`src/rtl/color_locate_if.sv`:
```
`default_nettype none
// ============================================================================
// Module   : color_locate_if
// Purpose  : Pixel-in / mask-and-results-out bundle for color_locate.
//            master = pixel source / result consumer, slave = color_locate.
// Revision : 1.0  initial release
// ============================================================================
interface color_locate_if #(
  parameter int IMG_W = 480,
  parameter int IMG_H = 480
);
  localparam int CW = $clog2(IMG_W * IMG_H + 1);
  localparam int XW = $clog2(IMG_W);
  localparam int YW = $clog2(IMG_H);

  // pixel stream and thresholds
  logic          i_sof;
  logic          i_valid;
  logic [15:0]   i_data;
  logic [4:0]    i_rmin;
  logic [4:0]    i_rmax;
  logic [5:0]    i_gmin;
  logic [5:0]    i_gmax;
  logic [4:0]    i_bmin;
  logic [4:0]    i_bmax;

  // mask stream and frame results
  logic          o_mask_valid;
  logic          o_mask;
  logic          o_done;
  logic          o_found;
  logic [CW-1:0] o_count;
  logic [XW-1:0] o_xmin;
  logic [XW-1:0] o_xmax;
  logic [YW-1:0] o_ymin;
  logic [YW-1:0] o_ymax;

  modport master (
    output i_sof, i_valid, i_data, i_rmin, i_rmax, i_gmin, i_gmax, i_bmin, i_bmax,
    input  o_mask_valid, o_mask, o_done, o_found, o_count,
           o_xmin, o_xmax, o_ymin, o_ymax
  );

  modport slave (
    input  i_sof, i_valid, i_data, i_rmin, i_rmax, i_gmin, i_gmax, i_bmin, i_bmax,
    output o_mask_valid, o_mask, o_done, o_found, o_count,
           o_xmin, o_xmax, o_ymin, o_ymax
  );
endinterface
`default_nettype wire

```
`src/rtl/color_locate.sv`:
```
`default_nettype none
// ============================================================================
// Module   : color_locate
// Purpose  : Classifies RGB565 pixels against a per-channel window, emits a
//            1-bit mask stream, and reports per-frame match count and
//            bounding box with a one-cycle done strobe at end of frame.
// Revision : 1.0  initial release
// ============================================================================
module color_locate #(
  parameter int IMG_W = 480,
  parameter int IMG_H = 480
) (
  input  logic          i_pclk,
  input  logic          i_rstn,
  color_locate_if.slave bus
);
  localparam int CW = $clog2(IMG_W * IMG_H + 1);
  localparam int XW = $clog2(IMG_W);
  localparam int YW = $clog2(IMG_H);

  localparam logic [XW-1:0] C_X_LAST = XW'(IMG_W - 1);
  localparam logic [YW-1:0] C_Y_LAST = YW'(IMG_H - 1);

  typedef enum logic [1:0] {
    ST_IDLE   = 2'd0,
    ST_ACTIVE = 2'd1,
    ST_FULL   = 2'd2
  } state_t;

  state_t        r_state;
  state_t        w_state_nx;

  // shadow thresholds, frozen at start of frame
  logic [4:0]    r_rmin, r_rmax, r_bmin, r_bmax;
  logic [5:0]    r_gmin, r_gmax;

  // pixel position of the next accepted pixel
  logic [XW-1:0] r_x;
  logic [YW-1:0] r_y;

  // stage 1: classified pixel
  logic          r_s1_valid;
  logic          r_s1_match;
  logic          r_s1_last;
  logic [XW-1:0] r_s1_x;
  logic [YW-1:0] r_s1_y;

  // running per-frame accumulators
  logic          r_any;
  logic [CW-1:0] r_cnt;
  logic [XW-1:0] r_xmin, r_xmax;
  logic [YW-1:0] r_ymin, r_ymax;

  // latched results of the last complete frame
  logic          r_done;
  logic          r_found;
  logic [CW-1:0] r_count;
  logic [XW-1:0] r_oxmin, r_oxmax;
  logic [YW-1:0] r_oymin, r_oymax;

  // stage 0 combinational signals
  logic          w_accept;
  logic          w_match;
  logic          w_last;
  logic [XW-1:0] w_px;
  logic [YW-1:0] w_py;
  logic [4:0]    w_rmin, w_rmax, w_bmin, w_bmax;
  logic [5:0]    w_gmin, w_gmax;
  logic [4:0]    w_r, w_b;
  logic [5:0]    w_g;

  // stage 2 combinational signals: accumulators including the stage-1 pixel
  logic          w_any_nx;
  logic [CW-1:0] w_cnt_nx;
  logic [XW-1:0] w_xmin_nx, w_xmax_nx;
  logic [YW-1:0] w_ymin_nx, w_ymax_nx;

  // Pixel acceptance, position and window classification; sof takes effect
  // first so a same-cycle pixel is (0,0) judged against the new thresholds.
  always_comb begin
    w_accept = bus.i_valid && (bus.i_sof || (r_state == ST_ACTIVE));
    w_px     = bus.i_sof ? '0 : r_x;
    w_py     = bus.i_sof ? '0 : r_y;
    w_last   = (w_px == C_X_LAST) && (w_py == C_Y_LAST);
    w_rmin   = bus.i_sof ? bus.i_rmin : r_rmin;
    w_rmax   = bus.i_sof ? bus.i_rmax : r_rmax;
    w_gmin   = bus.i_sof ? bus.i_gmin : r_gmin;
    w_gmax   = bus.i_sof ? bus.i_gmax : r_gmax;
    w_bmin   = bus.i_sof ? bus.i_bmin : r_bmin;
    w_bmax   = bus.i_sof ? bus.i_bmax : r_bmax;
    w_r      = bus.i_data[15:11];
    w_g      = bus.i_data[10:5];
    w_b      = bus.i_data[4:0];
    // an inverted window (min > max) can never satisfy both bounds
    w_match  = (w_r >= w_rmin) && (w_r <= w_rmax) &&
               (w_g >= w_gmin) && (w_g <= w_gmax) &&
               (w_b >= w_bmin) && (w_b <= w_bmax);
  end

  // Frame state: sof always restarts; the final pixel parks us in FULL.
  always_comb begin
    w_state_nx = r_state;
    if (w_accept && w_last) begin
      w_state_nx = ST_FULL;
    end else if (bus.i_sof) begin
      w_state_nx = ST_ACTIVE;
    end
  end

  // State register.
  always_ff @(posedge i_pclk or negedge i_rstn) begin
    if (!i_rstn) begin
      r_state <= ST_IDLE;
    end else begin
      r_state <= w_state_nx;
    end
  end

  // Shadow thresholds, pixel position counters and the stage-1 register.
  always_ff @(posedge i_pclk or negedge i_rstn) begin
    if (!i_rstn) begin
      r_rmin     <= '0;
      r_rmax     <= '0;
      r_gmin     <= '0;
      r_gmax     <= '0;
      r_bmin     <= '0;
      r_bmax     <= '0;
      r_x        <= '0;
      r_y        <= '0;
      r_s1_valid <= 1'b0;
      r_s1_match <= 1'b0;
      r_s1_last  <= 1'b0;
      r_s1_x     <= '0;
      r_s1_y     <= '0;
    end else begin
      if (bus.i_sof) begin
        r_rmin <= bus.i_rmin;
        r_rmax <= bus.i_rmax;
        r_gmin <= bus.i_gmin;
        r_gmax <= bus.i_gmax;
        r_bmin <= bus.i_bmin;
        r_bmax <= bus.i_bmax;
      end
      if (w_accept) begin
        if (w_last) begin
          r_x <= '0;
          r_y <= '0;
        end else if (w_px == C_X_LAST) begin
          r_x <= '0;
          r_y <= w_py + YW'(1);
        end else begin
          r_x <= w_px + XW'(1);
          r_y <= w_py;
        end
      end else if (bus.i_sof) begin
        r_x <= '0;
        r_y <= '0;
      end
      r_s1_valid <= w_accept;
      r_s1_match <= w_accept && w_match;
      r_s1_last  <= w_accept && w_last;
      r_s1_x     <= w_px;
      r_s1_y     <= w_py;
    end
  end

  // Fold the stage-1 pixel into the running count and bounding box.
  always_comb begin
    w_any_nx  = r_any | r_s1_match;
    w_cnt_nx  = r_cnt + CW'(r_s1_match);
    w_xmin_nx = r_xmin;
    w_xmax_nx = r_xmax;
    w_ymin_nx = r_ymin;
    w_ymax_nx = r_ymax;
    if (r_s1_match) begin
      if (!r_any) begin
        w_xmin_nx = r_s1_x;
        w_xmax_nx = r_s1_x;
        w_ymin_nx = r_s1_y;
        w_ymax_nx = r_s1_y;
      end else begin
        if (r_s1_x < r_xmin) w_xmin_nx = r_s1_x;
        if (r_s1_x > r_xmax) w_xmax_nx = r_s1_x;
        if (r_s1_y < r_ymin) w_ymin_nx = r_s1_y;
        if (r_s1_y > r_ymax) w_ymax_nx = r_s1_y;
      end
    end
  end

  // Stage 2: accumulate, and publish results when the last pixel arrives.
  // A stage-1 pixel always belongs to the frame before any sof seen on this
  // edge, so the last pixel still completes its frame and sof then clears.
  always_ff @(posedge i_pclk or negedge i_rstn) begin
    if (!i_rstn) begin
      r_any   <= 1'b0;
      r_cnt   <= '0;
      r_xmin  <= '0;
      r_xmax  <= '0;
      r_ymin  <= '0;
      r_ymax  <= '0;
      r_done  <= 1'b0;
      r_found <= 1'b0;
      r_count <= '0;
      r_oxmin <= '0;
      r_oxmax <= '0;
      r_oymin <= '0;
      r_oymax <= '0;
    end else begin
      r_done <= r_s1_last;
      if (r_s1_last) begin
        r_found <= w_any_nx;
        r_count <= w_cnt_nx;
        r_oxmin <= w_xmin_nx;
        r_oxmax <= w_xmax_nx;
        r_oymin <= w_ymin_nx;
        r_oymax <= w_ymax_nx;
      end
      if (bus.i_sof || r_s1_last) begin
        r_any  <= 1'b0;
        r_cnt  <= '0;
        r_xmin <= '0;
        r_xmax <= '0;
        r_ymin <= '0;
        r_ymax <= '0;
      end else begin
        r_any  <= w_any_nx;
        r_cnt  <= w_cnt_nx;
        r_xmin <= w_xmin_nx;
        r_xmax <= w_xmax_nx;
        r_ymin <= w_ymin_nx;
        r_ymax <= w_ymax_nx;
      end
    end
  end

  assign bus.o_mask_valid = r_s1_valid;
  assign bus.o_mask       = r_s1_match;
  assign bus.o_done       = r_done;
  assign bus.o_found      = r_found;
  assign bus.o_count      = r_count;
  assign bus.o_xmin       = r_oxmin;
  assign bus.o_xmax       = r_oxmax;
  assign bus.o_ymin       = r_oymin;
  assign bus.o_ymax       = r_oymax;

endmodule
`default_nettype wire

```
`src/flat_wrapper.sv`:
```
// flat-port wrapper written by rule: the top's interface ports become plain ports
module color_locate_flat 
#(
  parameter int IMG_W = 480,
  parameter int IMG_H = 480
)
  (i_pclk, i_rstn, bus_i_sof, bus_i_valid, bus_i_data, bus_i_rmin, bus_i_rmax, bus_i_gmin, bus_i_gmax, bus_i_bmin, bus_i_bmax, bus_o_mask_valid, bus_o_mask, bus_o_done, bus_o_found, bus_o_count, bus_o_xmin, bus_o_xmax, bus_o_ymin, bus_o_ymax);
  color_locate_if #(.IMG_W(IMG_W), .IMG_H(IMG_H)) bus_i ();
  input  logic i_pclk;
  input  logic i_rstn;
  input wire logic [$bits(bus_i.i_sof)-1:0] bus_i_sof;
  input wire logic [$bits(bus_i.i_valid)-1:0] bus_i_valid;
  input wire logic [$bits(bus_i.i_data)-1:0] bus_i_data;
  input wire logic [$bits(bus_i.i_rmin)-1:0] bus_i_rmin;
  input wire logic [$bits(bus_i.i_rmax)-1:0] bus_i_rmax;
  input wire logic [$bits(bus_i.i_gmin)-1:0] bus_i_gmin;
  input wire logic [$bits(bus_i.i_gmax)-1:0] bus_i_gmax;
  input wire logic [$bits(bus_i.i_bmin)-1:0] bus_i_bmin;
  input wire logic [$bits(bus_i.i_bmax)-1:0] bus_i_bmax;
  output wire logic [$bits(bus_i.o_mask_valid)-1:0] bus_o_mask_valid;
  output wire logic [$bits(bus_i.o_mask)-1:0] bus_o_mask;
  output wire logic [$bits(bus_i.o_done)-1:0] bus_o_done;
  output wire logic [$bits(bus_i.o_found)-1:0] bus_o_found;
  output wire logic [$bits(bus_i.o_count)-1:0] bus_o_count;
  output wire logic [$bits(bus_i.o_xmin)-1:0] bus_o_xmin;
  output wire logic [$bits(bus_i.o_xmax)-1:0] bus_o_xmax;
  output wire logic [$bits(bus_i.o_ymin)-1:0] bus_o_ymin;
  output wire logic [$bits(bus_i.o_ymax)-1:0] bus_o_ymax;
  assign bus_i.i_sof = bus_i_sof;
  assign bus_i.i_valid = bus_i_valid;
  assign bus_i.i_data = bus_i_data;
  assign bus_i.i_rmin = bus_i_rmin;
  assign bus_i.i_rmax = bus_i_rmax;
  assign bus_i.i_gmin = bus_i_gmin;
  assign bus_i.i_gmax = bus_i_gmax;
  assign bus_i.i_bmin = bus_i_bmin;
  assign bus_i.i_bmax = bus_i_bmax;
  assign bus_o_mask_valid = bus_i.o_mask_valid;
  assign bus_o_mask = bus_i.o_mask;
  assign bus_o_done = bus_i.o_done;
  assign bus_o_found = bus_i.o_found;
  assign bus_o_count = bus_i.o_count;
  assign bus_o_xmin = bus_i.o_xmin;
  assign bus_o_xmax = bus_i.o_xmax;
  assign bus_o_ymin = bus_i.o_ymin;
  assign bus_o_ymax = bus_i.o_ymax;
  color_locate #(.IMG_W(IMG_W), .IMG_H(IMG_H)) u_core (.i_pclk(i_pclk), .i_rstn(i_rstn), .bus(bus_i));
endmodule
```
`config.mk`:
```
export PLATFORM = sky130hd
export DESIGN_NAME = color_locate_flat
export DESIGN_NICKNAME = d
export VERILOG_FILES = /design/src/rtl/color_locate_if.sv /design/src/rtl/color_locate.sv /design/src/flat_wrapper.sv
export SDC_FILE = /design/constraint.sdc
export NUM_CORES = 1
export LEC_CHECK = 0
export BUFFER_PORTS_ARGS = -buffer_cell sky130_fd_sc_hd__buf_2
export CORE_ASPECT_RATIO = 2
export CORE_MARGIN = 2
export CORE_UTILIZATION = 40
export CTS_CLUSTER_SIZE = 10
export DETAILED_ROUTE_END_ITERATION = 16
export PLACE_DENSITY = 0.66
export SYNTH_ARGS = -nofsm -noshare
export SYNTH_HDL_FRONTEND = slang
export SYNTH_SLANG_ARGS = --single-unit
```
`constraint.sdc`:
```
create_clock -name i_pclk -period 3.5 [get_ports i_pclk]
set_clock_uncertainty 0.15 [all_clocks]
set_input_delay 0.35 -clock i_pclk [delete_from_list [all_inputs] [get_ports i_pclk]]
set_output_delay 0.35 -clock i_pclk [all_outputs]
set_load 0.05 [all_outputs]
```
==> out/qor.txt <==
Run status: completed
Reg-to-Reg End: u_core.r_y[7]
Nets: 1078
Top delay family on crit path: simple AND/OR/NAND/NOR gates
Worst-path cell chain: nor2b_1 > ha_1 > nand4_2 > nor3_4 > nand4_2 > nor4b_4 > o21ai_2 > a22o_1
Finish-stage setup viols: 0
Post-DR wirelength/cell: 15.5 um
Seq/Total Area, Yosys: 52.6%
EDFF count, synth: 0
Clock Tree Buf Depth: 2
RD Place Congestion: 0.787
Unrepaired setup endpoints after global routing: false
Largest net degree at the start of global routing: 90
Total power: 0.00436 W
Max Cap Viol: 0
Required @ worst endpoint: 3.68 ns
Worst slew pin tran: 0.755 ns
Critical path class: reg -> reg
Critical path arrival: 2.81 ns
Worst Setup End Kind: flip-flop
Synthesized flop and latch total: 184
Area Growth Syn to Fin: 19.0%
Final period util: 75.2%
Ys Warns: 0
DRT antenna net count: 0
Final Non-Filler Cells: 1242
Die area: 0.0231 mm2
Mapped cell area: 0.00875 mm2
Final Util: 48.4%
Layout cell share with drive strength beyond 1: 17.5%
Hold WC Path Type: in -> reg
Worst min-delay path endpoint: u_core.r_gmax[4]
Fillers: 2065
1st-iter DRT viols: 333
Reg area: 0.00461 mm2
Lkg Pwr: 5.43 nW
ANT cells: 0
Critical Path Max Stage Delay: 0.54 ns
Vias per inst: 5.07
Worst Hold Depth: 3
Post-Syn Nets: 947
Final WL: 19200 um
Power per cell area: 419 mW/mm2
Peak VDD IR: 0.388 mV
Final Hold Viols: 0
Clk slew on worst S/H paths: 0.07 ns
CP dominant cell by count: nand4_2
Num rows: 76
Multi-input gate area: 0.00375 mm2
Cts bufs inserted: 17
Grt total ovfl: 0
Avg Inst Size Synth: 10.6 um2
Worst Path Buf+Inv: 0
Critical Path Slowest Stage Cell: nor4b_4
Clk Latency, worst-skew pair: 0.44 ns
Die height: 213 um
Async S/R FF share, synth: 100%
Dpl cells: 1189
Drt pass-1 iters: 4
Clock Tree Root: clkbuf_16
R2r worst-path depth: 8
Clk sink count: 184
H-tree depth: 4
Post-synthesis cell count: 825
Fmax: 380 MHz
Min-delay src: bus_i_gmax[4]
Global-route wire length before repair: 31700 um
Setup TNS: 0 ns
Tmin final: 2.63 ns
Worst Path Max Fanout: 8
Initial antenna violation count: 0
Via count: 6295
Vias in the first global route: 6596
Core region area: 0.0215 mm2
Startpoint types: flip-flop
Setup slack, reg-to-reg: 0.87 ns
# IOs: 110
Die W: 109 um
DRC viols: 0
Synth Flop Type: dfrtp_1
Rel. slew slack: 49.7%
CTS tree: done
Estimated wirelength of the detail-placed design: 14300 um
Max-slew violations: 0
Gr usage total: 17.9%
Setup bufs post-CTS: 0
Synth unique cells: 45
Starting Density: 40.7%
Input/output buffers: 109
RR Startpoint: u_core.r_x[0]
[placed cells by master (no fill, tap or decap), types with 17 or more instances in the layout]
cell / count
o21ai_0: 25
nor2_1: 120
inv_1: 72
nor2b_1: 22
a21oi_1: 71
dfrtp_1: 183
buf_2: 108
clkbuf_16: 17
nand2_1: 26
dlygate4sd3_1: 21
nand3_1: 22
ha_1: 70
mux2i_1: 57
[how the worst max path moves through the flow]
stage	slack (ns)	start	end	depth (start not counted)
floorplan	0.73	bus_i_sof	u_core.r_y[7]	11
global placement	0.64	bus_i_sof	u_core.r_y[7]	9
detailed placement	0.54	bus_i_sof	u_core.r_y[7]	9
CTS	0.83	u_core.r_s1_x[3]	u_core.bus.o_xmax[7]	7
global route	0.69	u_core.r_x[0]	u_core.r_y[7]	8
finish	0.87	u_core.r_x[0]	u_core.r_y[7]	8
[per-layer routing]
metal  share of wire, %  GRT usage, %  up-vias  wire, um
met5                  0             0        -         0
li1                   -             -     3076         -
met2                 57          34.7      107     11000
met1                 37          17.8     3087      7160
met3                3.2          3.91       25       623
met4                2.3          7.16        0       437
[registers in the layout (all words and copies together), names as in the netlist, 9 cells and up]
signal and count:
u_core.bus.o_count 18, u_core.bus.o_xmax 9, u_core.bus.o_xmin 9, u_core.bus.o_ymax 9
u_core.bus.o_ymin 9, u_core.r_cnt 18, u_core.r_s1_x 9, u_core.r_s1_y 9
u_core.r_x 9, u_core.r_xmax 9, u_core.r_xmin 9, u_core.r_y 9
u_core.r_ymax 9, u_core.r_ymin 9
[through the flow]
| stage | hold slack, ns | area (um2) | worst slack (ns) |
|---|---|---|---|
| global placement | 0.314 | 9630 | 0.638 |
| detailed placement | 0.326 | 9630 | 0.540 |
| CTS | 0.00109 | 10400 | 0.831 |
| global route | 0.0107 | 10400 | 0.692 |
| finish | 0.0252 | 10400 | 0.869 |
| floorplan | -0.0956 | 8750 | 0.727 |
[what timing repair did]
item / 4_1_cts / 5_1_grt
endpoints found under the setup margin: 0 / 0
endpoints found under the hold margin: 106 / 0
hold buffers: 21 / 0
resized for setup: 0 / 0
[worst min-delay path, delay by kind of cell]
| family | cells | cell delay, ns |
|---|---|---|
| muxes | 1 | 0.09 |
| buffers and inverters | 2 | 0.14 |
[cell type report]
cell class	count	share of cell area (%)
multi-input combinational	540	36.0
clock buffer	19	4.26
timing repair buffer	141	8.38
clock inverter	13	1.17
tap	273	3.28
inverter	72	2.60
sequential	184	44.3
[logic make-up (layout without fill, tap and decap cells)]
kind of cell             after synthesis  after routing  share of synthesized area, %
AO/OA/AOI/OAI                        133            133                          8.73
XOR/XNOR                              28             28                          2.80
adder cells (fa/ha/maj)               70             70                          10.0
buffers and inverters                101            245                          4.48
flip-flops                           184            184                          52.6
multiplexers                          65             65                          7.55
AND/OR/NAND/NOR                      244            244                          13.8
[synth_stat cells, types with 5 or more instances]
master	n	area (um2)
a21o_1	7	52.6
a21oi_1	71	355
a31oi_1	10	62.6
and3_1	8	50.1
and4_1	7	61.3
buf_1	5	18.8
clkbuf_1	18	67.6
dfrtp_1	184	4600
ha_1	70	876
inv_1	72	270
mux2_2	8	90.1
mux2i_1	57	571
nand2_1	26	97.6
nand2b_1	8	50.1
nand3_1	22	110
nand4_1	12	75.1
nor2_1	120	450
nor2b_1	22	138
o21ai_0	25	125
xnor2_1	13	114
xor2_1	15	131
[power by group]
group	internal [W]	leakage [nW]	switching [W]
Sequential	0.00217	2.48	0.0000172
Clock	0.00100	0.267	0.000840
Combinational	0.000142	2.68	0.000192
Total	0.00331	5.43	0.00105
No activity file was read; power rests on OpenSTA's default activity.
